===== src/rtl/servo_pwm_gen.sv =====
// RC servo pulse generator: double-buffered per-channel widths, one PWM frame every FRAME_US.
// Optional build macro SERVO_CLAMP_EN saturates written widths to [MIN_US, MAX_US].
module servo_pwm_gen #(
    parameter int CHANNELS = 6,
    parameter int WIDTH    = 17,
    parameter int CLK_MHZ  = 50,
    parameter int FRAME_US = 20000,
    parameter int MIN_US   = 500,
    parameter int MAX_US   = 2500
) (
    input  logic                clk,
    input  logic                rst,
    input  logic [23:0]         in_data,
    input  logic                in_wr,
    output logic [CHANNELS-1:0] servo,
    output logic                frame_stb
);

    localparam int PS_W = (CLK_MHZ > 1) ? $clog2(CLK_MHZ) : 1;
    localparam int FC_W = (FRAME_US > 1) ? $clog2(FRAME_US) : 1;

`ifdef SERVO_CLAMP_EN
    localparam bit CLAMP_EN = 1'b1;
`else
    localparam bit CLAMP_EN = 1'b0;
`endif

    logic [PS_W-1:0]     presc_q, presc_d;
    logic [FC_W-1:0]     frame_cnt_q, frame_cnt_d;
    logic [WIDTH-1:0]    shadow_width_q [CHANNELS];
    logic [WIDTH-1:0]    shadow_width_d [CHANNELS];
    logic [WIDTH-1:0]    active_width_q [CHANNELS];
    logic [CHANNELS-1:0] shadow_en_q, shadow_en_d;
    logic [CHANNELS-1:0] active_en_q;
    logic [CHANNELS-1:0] servo_q, servo_d;
    logic                frame_stb_q;

    logic                us_tick;
    logic                frame_wrap;
    logic                frame_start;
    logic [2:0]          sel;
    logic [WIDTH-1:0]    wr_width;
    logic                unused_in;

    function automatic logic [WIDTH-1:0] sat(input logic [WIDTH-1:0] w);
        if (w < WIDTH'(MIN_US))
            return WIDTH'(MIN_US);
        else if (w > WIDTH'(MAX_US))
            return WIDTH'(MAX_US);
        else
            return w;
    endfunction

    assign sel       = in_data[23:21];
    assign wr_width  = CLAMP_EN ? sat(in_data[WIDTH-1:0]) : in_data[WIDTH-1:0];
    assign unused_in = ^in_data[20:WIDTH];

    always_comb begin
        us_tick     = (presc_q == PS_W'(CLK_MHZ - 1));
        frame_wrap  = (frame_cnt_q == FC_W'(FRAME_US - 1));
        frame_start = us_tick && frame_wrap;
        presc_d     = us_tick ? '0 : presc_q + 1'b1;
        frame_cnt_d = frame_cnt_q;
        if (us_tick)
            frame_cnt_d = frame_wrap ? '0 : frame_cnt_q + 1'b1;
    end

    // Command decode: selects between CHANNELS and 6 fall through untouched.
    always_comb begin
        shadow_width_d = shadow_width_q;
        shadow_en_d    = shadow_en_q;
        if (in_wr) begin
            for (int i = 0; i < CHANNELS; i++) begin
                if (sel == 3'(i))
                    shadow_width_d[i] = wr_width;
            end
            if (sel == 3'd7)
                shadow_en_d = in_data[CHANNELS-1:0];
        end
    end

    always_comb begin
        servo_d = '0;
        for (int i = 0; i < CHANNELS; i++)
            servo_d[i] = active_en_q[i] && (WIDTH'(frame_cnt_q) < active_width_q[i]);
    end

    // Active set reloads only at frame start, so a write never reshapes a running pulse.
    always_ff @(posedge clk or posedge rst) begin
        if (rst) begin
            presc_q     <= '0;
            frame_cnt_q <= FC_W'(FRAME_US - 1);
            for (int i = 0; i < CHANNELS; i++) begin
                shadow_width_q[i] <= '0;
                active_width_q[i] <= '0;
            end
            shadow_en_q <= '0;
            active_en_q <= '0;
            servo_q     <= '0;
            frame_stb_q <= 1'b0;
        end else begin
            presc_q        <= presc_d;
            frame_cnt_q    <= frame_cnt_d;
            shadow_width_q <= shadow_width_d;
            shadow_en_q    <= shadow_en_d;
            if (frame_start) begin
                active_width_q <= shadow_width_q;
                active_en_q    <= shadow_en_q;
            end
            servo_q     <= servo_d;
            frame_stb_q <= frame_start;
        end
    end

    assign servo     = servo_q;
    assign frame_stb = frame_stb_q;

endmodule


===== config.mk =====
export PLATFORM = sky130hd
export DESIGN_NAME = servo_pwm_gen
export DESIGN_NICKNAME = d
export VERILOG_FILES = /design/src/rtl/servo_pwm_gen.sv
export SDC_FILE = /design/constraint.sdc
export NUM_CORES = 1
export LEC_CHECK = 0
export BUFFER_PORTS_ARGS = -buffer_cell sky130_fd_sc_hd__buf_2
export CORE_ASPECT_RATIO = 0.7
export CORE_MARGIN = 10
export CORE_UTILIZATION = 45
export CTS_BUF_LIST = sky130_fd_sc_hd__clkbuf_8
export DETAILED_ROUTE_END_ITERATION = 8
export REMOVE_ABC_BUFFERS = 1
export SLEW_MARGIN = 10
export SYNTH_ARGS = -nofsm -noshare
export SYNTH_HDL_FRONTEND = slang
export SYNTH_SLANG_ARGS = --single-unit
export TNS_END_PERCENT = 20

===== constraint.sdc =====
create_clock -name clk -period 8.7 [get_ports clk]
set_input_delay 2.61 -clock clk [delete_from_list [all_inputs] [get_ports clk]]
set_output_delay 2.61 -clock clk [all_outputs]
set_load 0.03 [all_outputs]

==> impl_metrics.env <==
export IMPL_min_from="shadow_width_q[5]"
export IMPL_gr_total_overflow=0
export IMPL_dieArea_um2=31900
export IMPL_clockRootBuffer="clkbuf_8"
export IMPL_hold_violations=0
export IMPL_postCtsSetupRepairBufs=0
export IMPL_drc=0
export IMPL_status="finished, final reports clean"
export IMPL_place_gp_congestion=0.781
export IMPL_clock_latency_ns=0.55
export IMPL_cts_tree="built"
export IMPL_synth_seq_area_share_pct=54.3
export IMPL_min_path_cells=2
export IMPL_ff2ff_setup_slack_ns=4.69
export IMPL_clk_path_buf_depth=3
export IMPL_max_slew_margin_pct=31.2
export IMPL_place_hpwl_um=15900
export IMPL_synth_edf_count=0
export IMPL_min_period_ns=4.01
export IMPL_crit_type="reg2reg"
export IMPL_syn_inst=968
export IMPL_r2r_start="frame_cnt_q[14]"
export IMPL_drv_slew=0
export IMPL_period_share_pct=46.1
export IMPL_num_vias=7090
export IMPL_synthesis_area_um2=11300
export IMPL_diodes=0
export IMPL_yosys_top_cells_area="dfrtp_1, mux2_2, ha_1"
export IMPL_max_cap_viol_count=0
export IMPL_ant_nets=0
export IMPL_fin_nets=1131
export IMPL_post_cts_resized=0
export IMPL_ios=34
export IMPL_via_per_inst=5.17
export IMPL_cp_end_kind="flip-flop"
export IMPL_static_leakage_power_nw=5.86
export IMPL_grt_pass1_wl_um=39800
export IMPL_grt_usage_pct=15.6
export IMPL_power_density_nw_per_um2=196
export IMPL_area_growth_pct=10.9
export IMPL_start_kind="flip-flop"
export IMPL_max_freq_ghz=0.250
export IMPL_clkTransAtPathRegs_ns=0.07
export IMPL_cp_arrival_ns=4.43
export IMPL_port_buffers=29
export IMPL_synthDistinctLibCells=44
export IMPL_drt_iter0_drc=452
export IMPL_firstDrtPassIters=5
export IMPL_ctsHoldBuffers=0
export IMPL_yosys_warnings=0
export IMPL_dieWidth_um=209
export IMPL_yosysTopAreaCellShare_pct=52.2
export IMPL_synth_ff_type="dfrtp_1"
export IMPL_synth_top_cell_by_area="dfrtp_1"
export IMPL_mostFrequentLayoutCells="dfrtp_1, mux2_2, nand2_1"
export IMPL_fin_util_pct=50.8
export IMPL_rows=48
export IMPL_layout_drive_gt1_share_pct=22.4
export IMPL_worst_slew_pin_slew_ns=1.03
export IMPL_wl_per_cell_um=18.1
export IMPL_start_util_pct=45.8
export IMPL_finClkSkew_ns=0.0258
export IMPL_rr_endpoint="active_en_q[5]"
export IMPL_cts_buffers=40
export IMPL_layout_commonest_cell="dfrtp_1"
export IMPL_clock_sinks=244
export IMPL_place_inst=1300
export IMPL_antenna_found_initial=1
export IMPL_grt_start_max_net_pins=101
export IMPL_ys_ff_latch=244
export IMPL_rsz0062_at_grt="false"
export IMPL_critPathMaxFanout=100
export IMPL_syn_area_per_cell_um2=11.6
export IMPL_rr_worst_depth=6
export IMPL_hold_path_end="active_width_q[5]"
export IMPL_h_tree_depth=2
export IMPL_fp_dieH_um=152
export IMPL_required_ns=9.12
export IMPL_stdcell_count=1372
export IMPL_synthArstFlopShare_pct=100
export IMPL_finalSetupViolations=0
export IMPL_drt_total_wl_um=24900
export IMPL_first_global_vias=6882
export IMPL_coreArea_um2=24600
export IMPL_max_vdd_ir_drop_v=0.000117
export IMPL_hold_path_class="reg2reg"
[through the flow]
step	hold slack (ns)	power [mW]	setup slack [ns]	setup TNS, ns	area (µm²)
6_report	0.476	2.45	4.69	0	12500
5_1_grt	0.503	2.57	4.48	0	12500
4_1_cts	0.479	2.49	4.70	0	12500
3_5_place_dp	0.468	1.48	4.28	0	11700
3_3_place_gp	0.458	1.47	4.28	0	11700
2_1_floorplan	0.444	1.43	-0.597	-140.21	11000
[layer usage]
metal | vias to the layer above | global-route usage (%) | part of all wire [%]
li1 | 3470 | - | -
met1 | 3454 | 25.3 | 56
met2 | 133 | 20.4 | 39
met3 | 33 | 3.07 | 4.2
met4 | 0 | 3.59 | 1.3
met5 | - | 0 | 0
[logic make-up after synthesis]
logic type / Yosys count / share of synthesized area (%)
muxes: 134 / 13.4
xor gates and xnor gates: 13 / 1.01
DFF: 244 / 54.3
adders and majority gates: 87 / 9.66
buffers and inverters: 122 / 5.14
AOI/OAI and AO/OA: 158 / 8.15
and+or+nand+nor: 210 / 8.42
[layout make-up]
cell class | instances | area, µm²
Clock inverter | 19 | 73.8
Sequential cell | 244 | 6120
Fill cell | 2242 | 12100
Multi-Input combinational cell | 602 | 4610
Timing Repair Buffer | 39 | 220
Clock buffer | 53 | 729
Tap cell | 325 | 407
Inverter | 90 | 345
[synth_stat cells (3+ instances only)]
| cell type | instances |
|---|---|
| dfrtp_1 | 235 |
| o21bai_1 | 3 |
| mux2_1 | 6 |
| o21ai_0 | 18 |
| nand2_1 | 121 |
| a31oi_1 | 5 |
| nor2_1 | 27 |
| a211o_1 | 6 |
| nand2b_1 | 9 |
| xnor2_1 | 7 |
| nor3_1 | 6 |
| a2111oi_0 | 4 |
| o21ai_1 | 82 |
| nand4_1 | 6 |
| clkbuf_1 | 5 |
| inv_1 | 90 |
| xor2_1 | 6 |
| o2111ai_1 | 3 |
| a211oi_1 | 8 |
| nand3_1 | 20 |
| buf_6 | 12 |
| buf_2 | 10 |
| dfstp_2 | 9 |
| and3_1 | 7 |
| ha_1 | 87 |
| and4_1 | 3 |
| buf_4 | 5 |
| a21oi_1 | 16 |
| a41o_1 | 3 |
| a21o_1 | 3 |
| mux2_2 | 126 |
[how the worst max path moves through the flow]
| stage | end | from | slack [ns] | cells after the start |
|---|---|---|---|---|
| floorplan | active_en_q[0] | rst | -0.60 | 1 |
| global placement | shadow_width_q[39] | in_data[21] | 4.28 | 4 |
| detailed placement | shadow_width_q[40] | in_data[21] | 4.28 | 4 |
| CTS | active_en_q[5] | frame_cnt_q[14] | 4.70 | 6 |
| global route | active_en_q[5] | frame_cnt_q[14] | 4.48 | 6 |
| finish | active_en_q[5] | frame_cnt_q[14] | 4.69 | 6 |
[flip-flops by register name (all words and copies together), names as in the netlist]
name            flops
active_en_q         6
frame_stb           1
shadow_en_q         6
presc_q             6
frame_cnt_q        15
active_width_q    102
shadow_width_q    102
servo               6
[report_power, final]
group,switching [mW],internal (mW)
Sequential,0.0517,1.25
Clock,0.457,0.542
Combinational,0.0669,0.0908
[critical path, stage by stage, from the launching register on]
cell,delay (ns)
dfstp_2,0.67
or4bb_1,0.50
nor2_1,0.16
and3_4,0.63
buf_4,0.56
buf_4,0.84
mux2_2,0.41
Power figures use the tool's default switching activity.
